--- src/rtl/alu_pkg.sv ---
// Shared encodings for the ALU operand loader and the ALU top:
// loader FSM states, push-button indices and ALU operation codes.
package alu_pkg;

  typedef enum logic [1:0] {
    WAIT_A  = 2'b00,
    WAIT_B  = 2'b01,
    WAIT_OP = 2'b10,
    DONE    = 2'b11
  } state_t;

  localparam int BTN_A  = 0;
  localparam int BTN_B  = 1;
  localparam int BTN_OP = 2;

  localparam logic [1:0] ADD = 2'b00;
  localparam logic [1:0] SUB = 2'b01;
  localparam logic [1:0] AND = 2'b10;
  localparam logic [1:0] OR  = 2'b11;

endpackage

--- src/rtl/btn_debounce.sv ---
// One push-button: 2-FF synchronizer, stable-count debounce and a
// single-cycle pulse on each rising edge of the debounced level.
module btn_debounce #(
  parameter int DB_CYCLES = 1000000
) (
  input  logic i_clk,
  input  logic i_rst,
  input  logic i_btn,
  output logic o_level,
  output logic o_press
);

  localparam int CW = (DB_CYCLES > 1) ? $clog2(DB_CYCLES) : 1;
  localparam logic [CW-1:0] CNT_LAST = CW'(DB_CYCLES - 1);

  logic          sync_p0;
  logic          sync_p1;
  logic [CW-1:0] cnt;

  // Stage p0/p1: metastability synchronizer for the raw button
  always_ff @(posedge i_clk or posedge i_rst) begin
    if (i_rst) begin
      sync_p0 <= 1'b0;
      sync_p1 <= 1'b0;
    end else begin
      sync_p0 <= i_btn;
      sync_p1 <= sync_p0;
    end
  end

  // Debounce: the level follows only after DB_CYCLES consecutive mismatches;
  // the press pulse is registered on the same edge the level rises.
  always_ff @(posedge i_clk or posedge i_rst) begin
    if (i_rst) begin
      cnt     <= '0;
      o_level <= 1'b0;
      o_press <= 1'b0;
    end else if (sync_p1 == o_level) begin
      cnt     <= '0;
      o_press <= 1'b0;
    end else if (cnt == CNT_LAST) begin
      cnt     <= '0;
      o_level <= sync_p1;
      o_press <= sync_p1;
    end else begin
      cnt     <= cnt + CW'(1);
      o_press <= 1'b0;
    end
  end

endmodule

--- src/rtl/alu_operand_loader.sv ---
// Loads operand A, operand B and the op select from switches in strict
// A -> B -> op order using three debounced buttons, then pulses o_valid.
module alu_operand_loader
  import alu_pkg::*;
#(
  parameter int NB_size   = 16,
  parameter int DB_CYCLES = 1000000
) (
  input  logic                      i_clk,
  input  logic                      i_rst,
  input  logic        [NB_size-1:0] i_sw,
  input  logic        [2:0]         i_btn,
  output logic signed [NB_size-1:0] o_dataA,
  output logic signed [NB_size-1:0] o_dataB,
  output logic        [1:0]         o_sel,
  output logic                      o_valid,
  output logic        [1:0]         o_state
);

  logic [NB_size-1:0] sw_p0;
  logic [NB_size-1:0] sw_p1;
  logic [2:0]         level;
  logic [2:0]         press;
  logic [2:0]         go;
  state_t             state;

  // Stage p0/p1: switch synchronizer, no debounce (switches are static at load time)
  always_ff @(posedge i_clk or posedge i_rst) begin
    if (i_rst) begin
      sw_p0 <= '0;
      sw_p1 <= '0;
    end else begin
      sw_p0 <= i_sw;
      sw_p1 <= sw_p0;
    end
  end

  for (genvar i = 0; i < 3; i++) begin : g_db
    btn_debounce #(
      .DB_CYCLES(DB_CYCLES)
    ) u_db (
      .i_clk  (i_clk),
      .i_rst  (i_rst),
      .i_btn  (i_btn[i]),
      .o_level(level[i]),
      .o_press(press[i])
    );
  end

  // A press is only honoured while its debounced level is actually high.
  assign go = press & level;

  // Load sequencer: out-of-order presses are dropped, never queued
  always_ff @(posedge i_clk or posedge i_rst) begin
    if (i_rst) begin
      state   <= WAIT_A;
      o_dataA <= '0;
      o_dataB <= '0;
      o_sel   <= 2'b00;
      o_valid <= 1'b0;
    end else begin
      o_valid <= 1'b0;
      case (state)
        WAIT_A: begin
          if (go[BTN_A]) begin
            o_dataA <= sw_p1;
            state   <= WAIT_B;
          end
        end
        WAIT_B: begin
          if (go[BTN_B]) begin
            o_dataB <= sw_p1;
            state   <= WAIT_OP;
          end
        end
        WAIT_OP: begin
          if (go[BTN_OP]) begin
            o_sel   <= sw_p1[1:0];
            state   <= DONE;
            o_valid <= 1'b1;
          end
        end
        DONE:    state <= WAIT_A;
        default: state <= WAIT_A;
      endcase
    end
  end

  assign o_state = state;

endmodule

--- config.mk ---
export PLATFORM = sky130hd
export DESIGN_NAME = alu_operand_loader
export DESIGN_NICKNAME = d
export VERILOG_FILES = /design/src/rtl/alu_pkg.sv /design/src/rtl/btn_debounce.sv /design/src/rtl/alu_operand_loader.sv
export SDC_FILE = /design/constraint.sdc
export NUM_CORES = 1
export LEC_CHECK = 0
export ABC_AREA = 1
export CAP_MARGIN = 20
export CORE_UTILIZATION = 40
export CTS_CLUSTER_DIAMETER = 40
export DETAILED_ROUTE_END_ITERATION = 16
export PLACE_DENSITY_LB_ADDON = 0.08
export SLEW_MARGIN = 30
export SYNTH_ARGS = -nofsm -noshare
export SYNTH_HDL_FRONTEND = slang
export SYNTH_HIERARCHICAL = 1
export SYNTH_SLANG_ARGS = --single-unit
--- constraint.sdc ---
create_clock -name i_clk -period 3.9 [get_ports i_clk]
set_input_delay 0.585 -clock i_clk [delete_from_list [all_inputs] [get_ports i_clk]]
set_output_delay 0.585 -clock i_clk [all_outputs]
set_load 0.05 [all_outputs]
# After elaboration in Yosys (flattened, before gate mapping)
# Index checks and enable logic that the tools add are counted.
# totals
ff_bits	141
input_bits	21
out_inout_bits	37
elab_cells	67
# op_classes
n_addsub	3
eq_ne	12
n_mux	18
bitwise	4
n_reduce_logical	8
# op_table
cell	n
$mux W20	6
$add A20 B1 Y20 const B	3
$eq A20 B20 Y1 const B	3
$reduce_and A2 Y1	6
$mux W1	8
$pmux W2 S4	1
$mux W2	3
$ne A2 B2 Y1 const B	3
$eq A2 B2 Y1 const B	2
$and A3 B3 Y3	1
$eq A1 B1 Y1	3
$not A1 Y1	3
$reduce_and A3 Y1	1
$eq A2 B1 Y1 const B	1
$logic_not A2 Y1	1

# Longest topological paths before layout
# depth
ltp_word	3
depth_mapped	9
mapped_depth_nobuf	9

# Cells and area by module
# Netlist, hierarchy kept.
# modules_own_cells
mod	instances	cells_each	area_per_inst_um2	seq_area_each_um2
btn_debounce	3	164	1298.7	600.6
alu_operand_loader	1	185	2372.3	1726.7

# Least setup slack after synthesis
# Ideal clock, no wire load.
# synth_path
path_kind	register to register
startpoint	register state[0] (netlist: o_state[0])
endpoint	register o_dataA[1]
setup_time_ps	74
t_arrival_ps	1420
t_required_ps	3826
setup_slack_ps	2406
path_stages_with_launch	7
n_path_buf	1
period_less_slack_ps	1494
path_cell_list	dfrtp_1 > inv_1 > ha_1 > nand3_4 > buf_6 > nand2_1 > o21ai_2
# synth_between
elab_chain_len	2
# synth_rtl
element	line	source
from (decl)	alu_operand_loader.sv:25	state_t state;
from (signal assigned)	alu_operand_loader.sv:56	state <= WAIT_A;
from (signal assigned)	alu_operand_loader.sv:67	state <= WAIT_B;
from (signal assigned)	alu_operand_loader.sv:73	state <= WAIT_OP;
$logic_not A2 Y1	alu_operand_loader.sv:63	case (state)
$reduce_and A2 Y1 (no source line)	n/a	
to (signal assigned)	alu_operand_loader.sv:66	o_dataA <= sw_p1;
to (decl)	alu_operand_loader.sv:13	output logic signed [NB_size-1:0] o_dataA,
# No other way between the ends.
# A chain may end at the register's enable or synchronous reset.

# Worst setup path after layout
# layout_path
startpoint	register state[0] (netlist: o_state[0])
endpoint	output port o_state[0]
# layout_lines
element	line	source
to (decl)	alu_operand_loader.sv:17	output logic [1:0] o_state
# No word-level cell between the ends.

==> impl_metrics.csv <==
group,metric,value,unit
min_path,min_path_type,"register to register",
place,dp_hpwl,8880,um
final_layout,syn2layout_area_growth,22.1,%
detailed_routing,first_pass_iters,4,
critical_path,cp-end-kind,"output port",
timing,clock.fmax,445,MHz
floorplan,fp-row-count,45,
place,io_buffers,57,
outcome,outcome,"finished clean",
timing,final_hold_viol_count,0,
timing,post-route-period-util,57.6,%
timing,setup_viol,0,
clocking,cts_setup_buffers,0,
timing,slew_violations,0,
job,max-cap-violations,0,
timing,period_needed,2250,ps
critical_path,crit_path_cell_trace,"clkdlybuf4s50_1",
floorplan,core,15300,um2
clocking,cts_resized,0,
detailed_routing,drc,0,
clocking,cts_buffers,17,
min_path,hp-start,"sw_p0[13]$_DFF_PP0_",
yosys,synth_nets,704,
yosys,synth.avg_cell_area,9.26,um2
yosys,ys_types,27,
global_routing,antenna_found_initial,0,
detailed_routing,dr.first_iter.drc_count,178,
clocking,cts.sinks,141,
clocking,ctsLongestPathBuffers,2,
power,p_int,0.00242,W
floorplan,die-area,16200,um2
final_layout,fin_nets,776,
power,p_sw_share,23.3,%
clocking,htreeDepth,4,
detailed_routing,via_per_inst,4.63,
clocking,clk_pin_slew_worst_paths,60,ps
clocking,cts_hold_buf,0,
global_routing,grt_max_degree,70,
yosys,syn_area,6270,um2
place,place_congestion,0.861,
detailed_routing,wirelength,12300,um
timing,tightestPinTransition,728,ps
global_routing,grt_pass1_wl,21200,um
power,p_comb_share,3.0,%
floorplan,io_pins,58,
yosys,ys_warn_count,6,
power,p_seq_share,47.6,%
critical_path,path_max_fanout,4,
detailed_routing,vias,4508,
timing,tns,0,ps
yosys,ys_ff_latch,141,
global_routing,grt_pass1_vias,4458,
global_routing,grtUsageTotal,16.9,%
critical_path,startpoint,"o_state[0]$_DFFE_PP0P_",
power,vdd_ir_drop_max,0.297,mV
critical_path,cp_slowest_stage_delay,850,ps
timing,whs,347,ps
yosys,yosysSeqAreaShare,56.3,%
critical_path,worstPathArrival,1660,ps
critical_path,r2r-start,"o_state[1]$_DFFE_PP0P_",
critical_path,critPathSlowestCell,"clkdlybuf4s50_1",
power,p_leak,3.37,nW
clocking,worst_skew_pair.late_latency,420,ps
power,power_frac_clock,49.5,%
clocking,clockRootBuffer,"clkbuf_16",
final_layout,final_cell_mix,"141 x dfrtp_1, 120 x nor2_1, 119 x nand2_1",
clocking,cts_tree,"done",
power,power_density,412,nW/um2
critical_path,cp-start-kind,"register",
final_layout,diodes,0,
floorplan,dieHeight,127,um
detailed_routing,routedWlPerCell,12.7,um
final_layout,drive_gt1_share,16.5,%
power,p_switching,0.000736,W
critical_path,crit_buf_inv,1,
floorplan,chipWidth,127,um
timing,fin_skew,5.00,ps
global_routing,gr-total-overflow,0,
final_layout,final_core_util,50.2,%
floorplan,initial_core_util,41.1,%
final_layout,fillCellCount,1440,
critical_path,required,3310,ps
timing,relSlewSlack,51.4,%
timing,rsz0062_at_grt,"false",
critical_path,path_class,"register to output port",
final_layout,final_common_cell,"dfrtp_1",
critical_path,cp_top_family,"buffers and inverters",
yosys,postSynthCellCount,677,
detailed_routing,ant_nets,0,
worst paths after layout:
check                                                end  slack [ps]  cells past startpoint
hold reg to reg                      sw_p1[13]$_DFF_PP0_         350                      0
setup reg to reg                  o_dataB[9]$_DFFE_PP0P_        2160                      5
max in group asynchronous             sw_p1[2]$_DFF_PP0_        2580                      4
setup / recovery                              o_state[0]        1650                      1
hold / removal                       sw_p1[13]$_DFF_PP0_         350                      0
min in group asynchronous  g_db[0].u_db/cnt[1]$_DFF_PP0_         690                      2
synthesized netlist by cell type:
cell type	instances	area share [%]
xor2_2	3	0.78
nand2_1	119	7.1
o21ai_1	19	1.5
nand3_2	1	0.16
nand3b_1	3	0.36
xor2_1	21	2.9
xnor2_1	6	0.84
nand2_2	22	2.2
nor2_2	21	2.1
or2_2	3	0.30
nor2_4	3	0.54
o21ai_2	22	3.1
buf_4	1	0.12
ha_1	6	1.2
nor3_1	12	0.96
nand4_1	14	1.4
buf_6	3	0.54
nand3_1	41	3.3
nor3b_2	6	1.2
inv_2	6	0.36
nor2_1	120	7.2
inv_1	67	4.0
buf_2	2	0.16
a21oi_1	6	0.48
nand3_4	1	0.28
o21ai_0	8	0.64
dfrtp_1	141	56
per-layer routing:
metal	global-route usage, %	vias to the layer above	wire length [um]
met1	21.5	2147	5700
met4	6.30	0	142
li1	-	2283	-
met5	0	-	0
met2	27.5	67	6010
met3	4.98	11	466
sequential cells by signal, indices dropped and copies added (netlist names), 2 cells and up:
register	cells
o_sel	2
g_db.u_db/cnt	60
g_db.u_db/sync_p0	3
o_dataB	16
g_db.u_db/o_level	3
g_db.u_db/o_press	3
o_state	2
sw_p0	16
o_dataA	16
sw_p1	16
g_db.u_db/sync_p1	3
worst reg2reg max path, stage by stage, from the launching register on:
cell and delay, ps:
dfrtp_1 410, inv_1 90, ha_1 180, nand3_2 570, nand2_1 300, o21ai_2 70
cells by family after synthesis:
logic type,share of synthesized area [%]
AO/OA/AOI/OAI,5.71
XOR/XNOR,4.55
adder cells (fa/ha/maj),1.20
buffers and inverters,5.19
flip-flops,56.3
AND/OR/NAND/NOR,27.1
cell type report:
class	count	area, um2	area share (%)
well taps	211	264	3.45
repair buffers	59	598	7.81
flip-flops and latches	141	3530	46.1
inverters	73	274	3.58
multi-input cells	457	2410	31.5
clock inverters	15	151	1.98
clock buffers	17	425	5.56
power by group through the flow:
stage / combinational (W) / clock [W] / sequential (W)
floorplan: 0.0000549 / 0 / 0.00153
global placement: 0.0000925 / 0 / 0.00153
detailed placement: 0.0000949 / 0 / 0.00153
CTS: 0.0000955 / 0.00161 / 0.00150
global route: 0.000109 / 0.00167 / 0.00150
finish: 0.0000940 / 0.00156 / 0.00150
through the flow:
stage / std cells / cell area, um2 / power, W / setup WS [ps]
after floorplan: 677 / 6270 / 0.00158 / 1580
after global placement: 940 / 7060 / 0.00162 / 1970
after detailed placement: 940 / 7060 / 0.00162 / 1940
after CTS: 972 / 7640 / 0.00321 / 1620
after global routing: 973 / 7660 / 0.00328 / 1610
final: 973 / 7660 / 0.00316 / 1650
(Power assumes the default switching activity.)
==> patch 1 (config.mk and constraints unchanged) <==
Set the parameter `NB_size` to 32 (it was 16).
--- a/src/rtl/alu_operand_loader.sv
+++ b/src/rtl/alu_operand_loader.sv
@@ -3,7 +3,7 @@
 module alu_operand_loader
   import alu_pkg::*;
 #(
-  parameter int NB_size   = 16,
+  parameter int NB_size   = 32,
   parameter int DB_CYCLES = 1000000
 ) (
   input  logic                      i_clk,
Ports: changed (resized i_sw, o_dataA and o_dataB); port bits go from 58 to 106. The function was not compared with the original's and may differ.
==> patch 1 against the original RTL <==
  * Clock power up 99%
  * Cell area up 43%
  * Global-route usage shrank 0.54 points
  * Sequential cell count rose by 64
  * Die area grew 34%
  * Routed wire length up 38%
  * Setup slack got worse by 0.050 ns
  * Register-to-register slack got worse by 0.10 ns
  * Sequential share of layout area is 0.75 points higher
  * Highest routed layer unchanged
  * Power grew 72%
  * Area after synthesis grew 34%
  * Clock skew grew 0.0063 ns
==> patch 1: results (changes against the original RTL) <==
[sta]
worst_slew_pin_slew_ns=0.864  ; was 0.728 ns
holdWs_ns=0.341  ; was 0.347 ns

[cells_and_area]
n_all_inverters=89  ; was 73
multi_input_area_share_pct=25.8  ; was 31.5%
nonClkBufAreaFrac_pct=10.1  ; was 7.81%
buffers=108  ; was 59
seqCellArea_um2=5130  ; was 3530 um2
clockBufferCount=44  ; was 17
area_growth_pct=30.1  ; was 22.1%
n_fill_cell=1904  ; was 1440
design.seq.count=205  ; was 141
clkCellAreaFrac_pct=11.1  ; was 7.53%
drive_above_1_share_pct=19.0  ; was 16.5%

[power]
vdd_drop_max_mv=0.393  ; was 0.297 mV
leakagePower_nw=4.89  ; was 3.37 nW
p_int_mw=4.30  ; was 2.42 mW

[cts]
worstSkewPairLatency_ns=0.49  ; was 0.42 ns
numCtsBuffers=35  ; was 17
clk_path_buf_depth=3  ; was 2
htreeDepth=2  ; was 4

[grt]
grtUsageMet3_pct=3.39  ; was 4.98%
grt.met2_usage_pct=25.9  ; was 27.5%
globalRouteMet1Util_pct=22.2  ; was 21.5%
grt_max_degree=65  ; was 70
grt_pass1_wl_um=28200  ; was 21200 um

[placement]
placed_cells=1192  ; was 940
portBuffers=105  ; was 57
placedInstanceArea_um2=9720  ; was 7060 um2
place_congestion=0.812  ; was 0.861
place.detailed.hpwl_um=11700  ; was 8880 um

[logic_synthesis]
synth_nets=870  ; was 704
synth-compound-area-share_pct=7.40  ; was 5.71%
synth-seq-area-share_pct=60.9  ; was 56.3%
synthTopCellsByCount=dfrtp_1, nand2_1, nor2_1  ; was dfrtp_1, nor2_1, nand2_1
ys_types=24  ; was 27
avgSynthCellArea_um2=10.2  ; was 9.26 um2
synth_fa_ha_area_share_pct=0.892  ; was 1.20%
synth-xor-area-share_pct=3.39  ; was 4.55%

[detailed_routing]
wl_per_cell_um=13.6  ; was 12.7 um
vias=5697  ; was 4508
initialDrtViolationCount=297  ; was 178
drt_wl_total_um=17000  ; was 12300 um
route.met3.wl_um=719  ; was 466 um
route.met2.wl_um=7820  ; was 6010 um

[run_status]
status=finished clean  ; unchanged

[floorplan]
coreArea_um2=20400  ; was 15300 um2

[setup_path]
cp.arrival_ns=1.71  ; was 1.66 ns

[patch 1: cell count changes after synthesis, sizes merged]
cell and change:
dfrtp +64, nand2 +32, o21ai +32, inv +16, buf +6
[patch 1: path summary, 6_finish.rpt]
kind | endpoint | slack, ns | from | depth (start not counted)
max reg2reg | o_dataB[19] | 2.06 | o_state[1] | 5
min | sw_p1[26] | 0.34 | sw_p0[26] | 0
min reg2reg | sw_p1[26] | 0.34 | sw_p0[26] | 0
min in group asynchronous | g_db[1].u_db/cnt[10] | 0.64 | i_rst | 2
max in group asynchronous | o_dataA[16] | 2.37 | i_rst | 3
max | o_state[0] | 1.60 | o_state[0] | 1
[patch 1: power by group through the flow]
stage | clock [mW] | sequential (mW) | combinational (mW)
2_1_floorplan | 0 | 2.22 | 0.0722
3_3_place_gp | 0 | 2.22 | 0.140
3_5_place_dp | 0 | 2.23 | 0.140
4_1_cts | 3.19 | 2.19 | 0.141
5_1_grt | 3.29 | 2.19 | 0.155
6_report | 3.10 | 2.19 | 0.135
==> patch 2 (same flow settings) <==
Made on the original files. Register the inputs `i_sw` and `i_btn` before use, without a reset. The logic sees them one clock later.
--- a/src/rtl/alu_operand_loader.sv
+++ b/src/rtl/alu_operand_loader.sv
@@ -17,6 +17,14 @@
   output logic        [1:0]         o_state
 );
 
+  logic        [NB_size-1:0] i_sw_q;
+  logic        [2:0] i_btn_q;
+
+  always_ff @(posedge i_clk) begin
+    i_sw_q  <= i_sw;
+    i_btn_q <= i_btn;
+  end
+
   logic [NB_size-1:0] sw_p0;
   logic [NB_size-1:0] sw_p1;
   logic [2:0]         level;
@@ -30,7 +38,7 @@
       sw_p0 <= '0;
       sw_p1 <= '0;
     end else begin
-      sw_p0 <= i_sw;
+      sw_p0 <= i_sw_q;
       sw_p1 <= sw_p0;
     end
   end
@@ -41,7 +49,7 @@
     ) u_db (
       .i_clk  (i_clk),
       .i_rst  (i_rst),
-      .i_btn  (i_btn[i]),
+      .i_btn  (i_btn_q[i]),
       .o_level(level[i]),
       .o_press(press[i])
     );
Check against the original RTL: same outputs for any inputs over 10 cycles, from zero or initial values and one cycle with i_rst high; that may be too few to reach the edited logic, so the function may still have changed.
==> patch 2 against the original RTL <==
  * Clock skew up 0.0025 ns
  * Area after synthesis increased by 6.1%
  * Global-route usage down 0.40 points
  * Fmax grew 0.47%
  * Sequential cell count grew 19
  * Routed wire length up 2.6%
  * Sequential share of layout area rose by 2.3 points
  * Setup slack better by 0.011 ns
  * Cell area rose by 5.6%
  * Power increased by 13%
  * Critical path type unchanged
==> patch 2: results (changes against the original RTL) <==
[run_status]
status=finished clean  ; unchanged

[power]
powerDensity_nw_per_um2=441  ; was 412 nW/um2
vdd_drop_max_mv=0.279  ; was 0.297 mV

[grt]
grt_pass1_wl_um=21700  ; was 21200 um
grt.met2_usage_pct=27.2  ; was 27.5%

[placement]
place.detailed.hpwl_um=9000  ; was 8880 um
placed_cells=964  ; was 940
placedInstanceArea_um2=7450  ; was 7060 um2

[cells_and_area]
buffers=58  ; was 59
nets=794  ; was 776
clockBufferCount=20  ; was 17
n_fill_cell=1497  ; was 1440
fin_cells=996  ; was 973
clkCellAreaFrac_pct=7.88  ; was 7.53%
nonClkBufAreaFrac_pct=7.15  ; was 7.81%
seqCellArea_um2=3910  ; was 3530 um2

[logic_synthesis]
synth_cells=696  ; was 677
ys_async_sr_fraction_pct=88.1  ; was 100%

[worst_hold_path]
hold_path.startpoint=i_sw_q[2]  ; was sw_p0[13]

[detailed_routing]
drt-met1-wl_um=5960  ; was 5700 um
vias=4634  ; was 4508
route.met3.wl_um=422  ; was 466 um
wl_per_cell_um=12.7  ; about the same
initialDrtViolationCount=183  ; was 178

[sta]
worst_slew_pin_slew_ns=0.855  ; was 0.728 ns

patch 2: cells by family (layout without fill, tap and decap cells):
family,count (synthesis),count (layout),synth area share [%]
buffers and inverters,79,163,4.89
AOI/OAI and AO/OA,55,55,5.38
adders and majority gates,6,6,1.13
DFF,160,160,58.8
xor gates and xnor gates,30,30,4.29
and+or+nand+nor,366,366,25.5
patch 2: power groups by stage:
stage | Clock [mW] | Combinational (mW) | Sequential, mW
after floorplan | 0 | 0.0549 | 1.74
after global placement | 0 | 0.0927 | 1.74
after detailed placement | 0 | 0.0944 | 1.74
after CTS | 1.81 | 0.0951 | 1.71
after global routing | 1.88 | 0.107 | 1.71
final | 1.76 | 0.0907 | 1.71
patch 2: final timing paths:
kind	to	slack (ns)
worst min-delay path	sw_p0[2]	0.32
worst max-delay path	o_state[0]	1.66
worst max register to register	o_dataB[9]	2.17
worst min register to register	sw_p0[2]	0.32
max in group asynchronous	o_dataB[7]	2.45
min in group asynchronous	g_db[0].u_db/cnt[5]	0.71
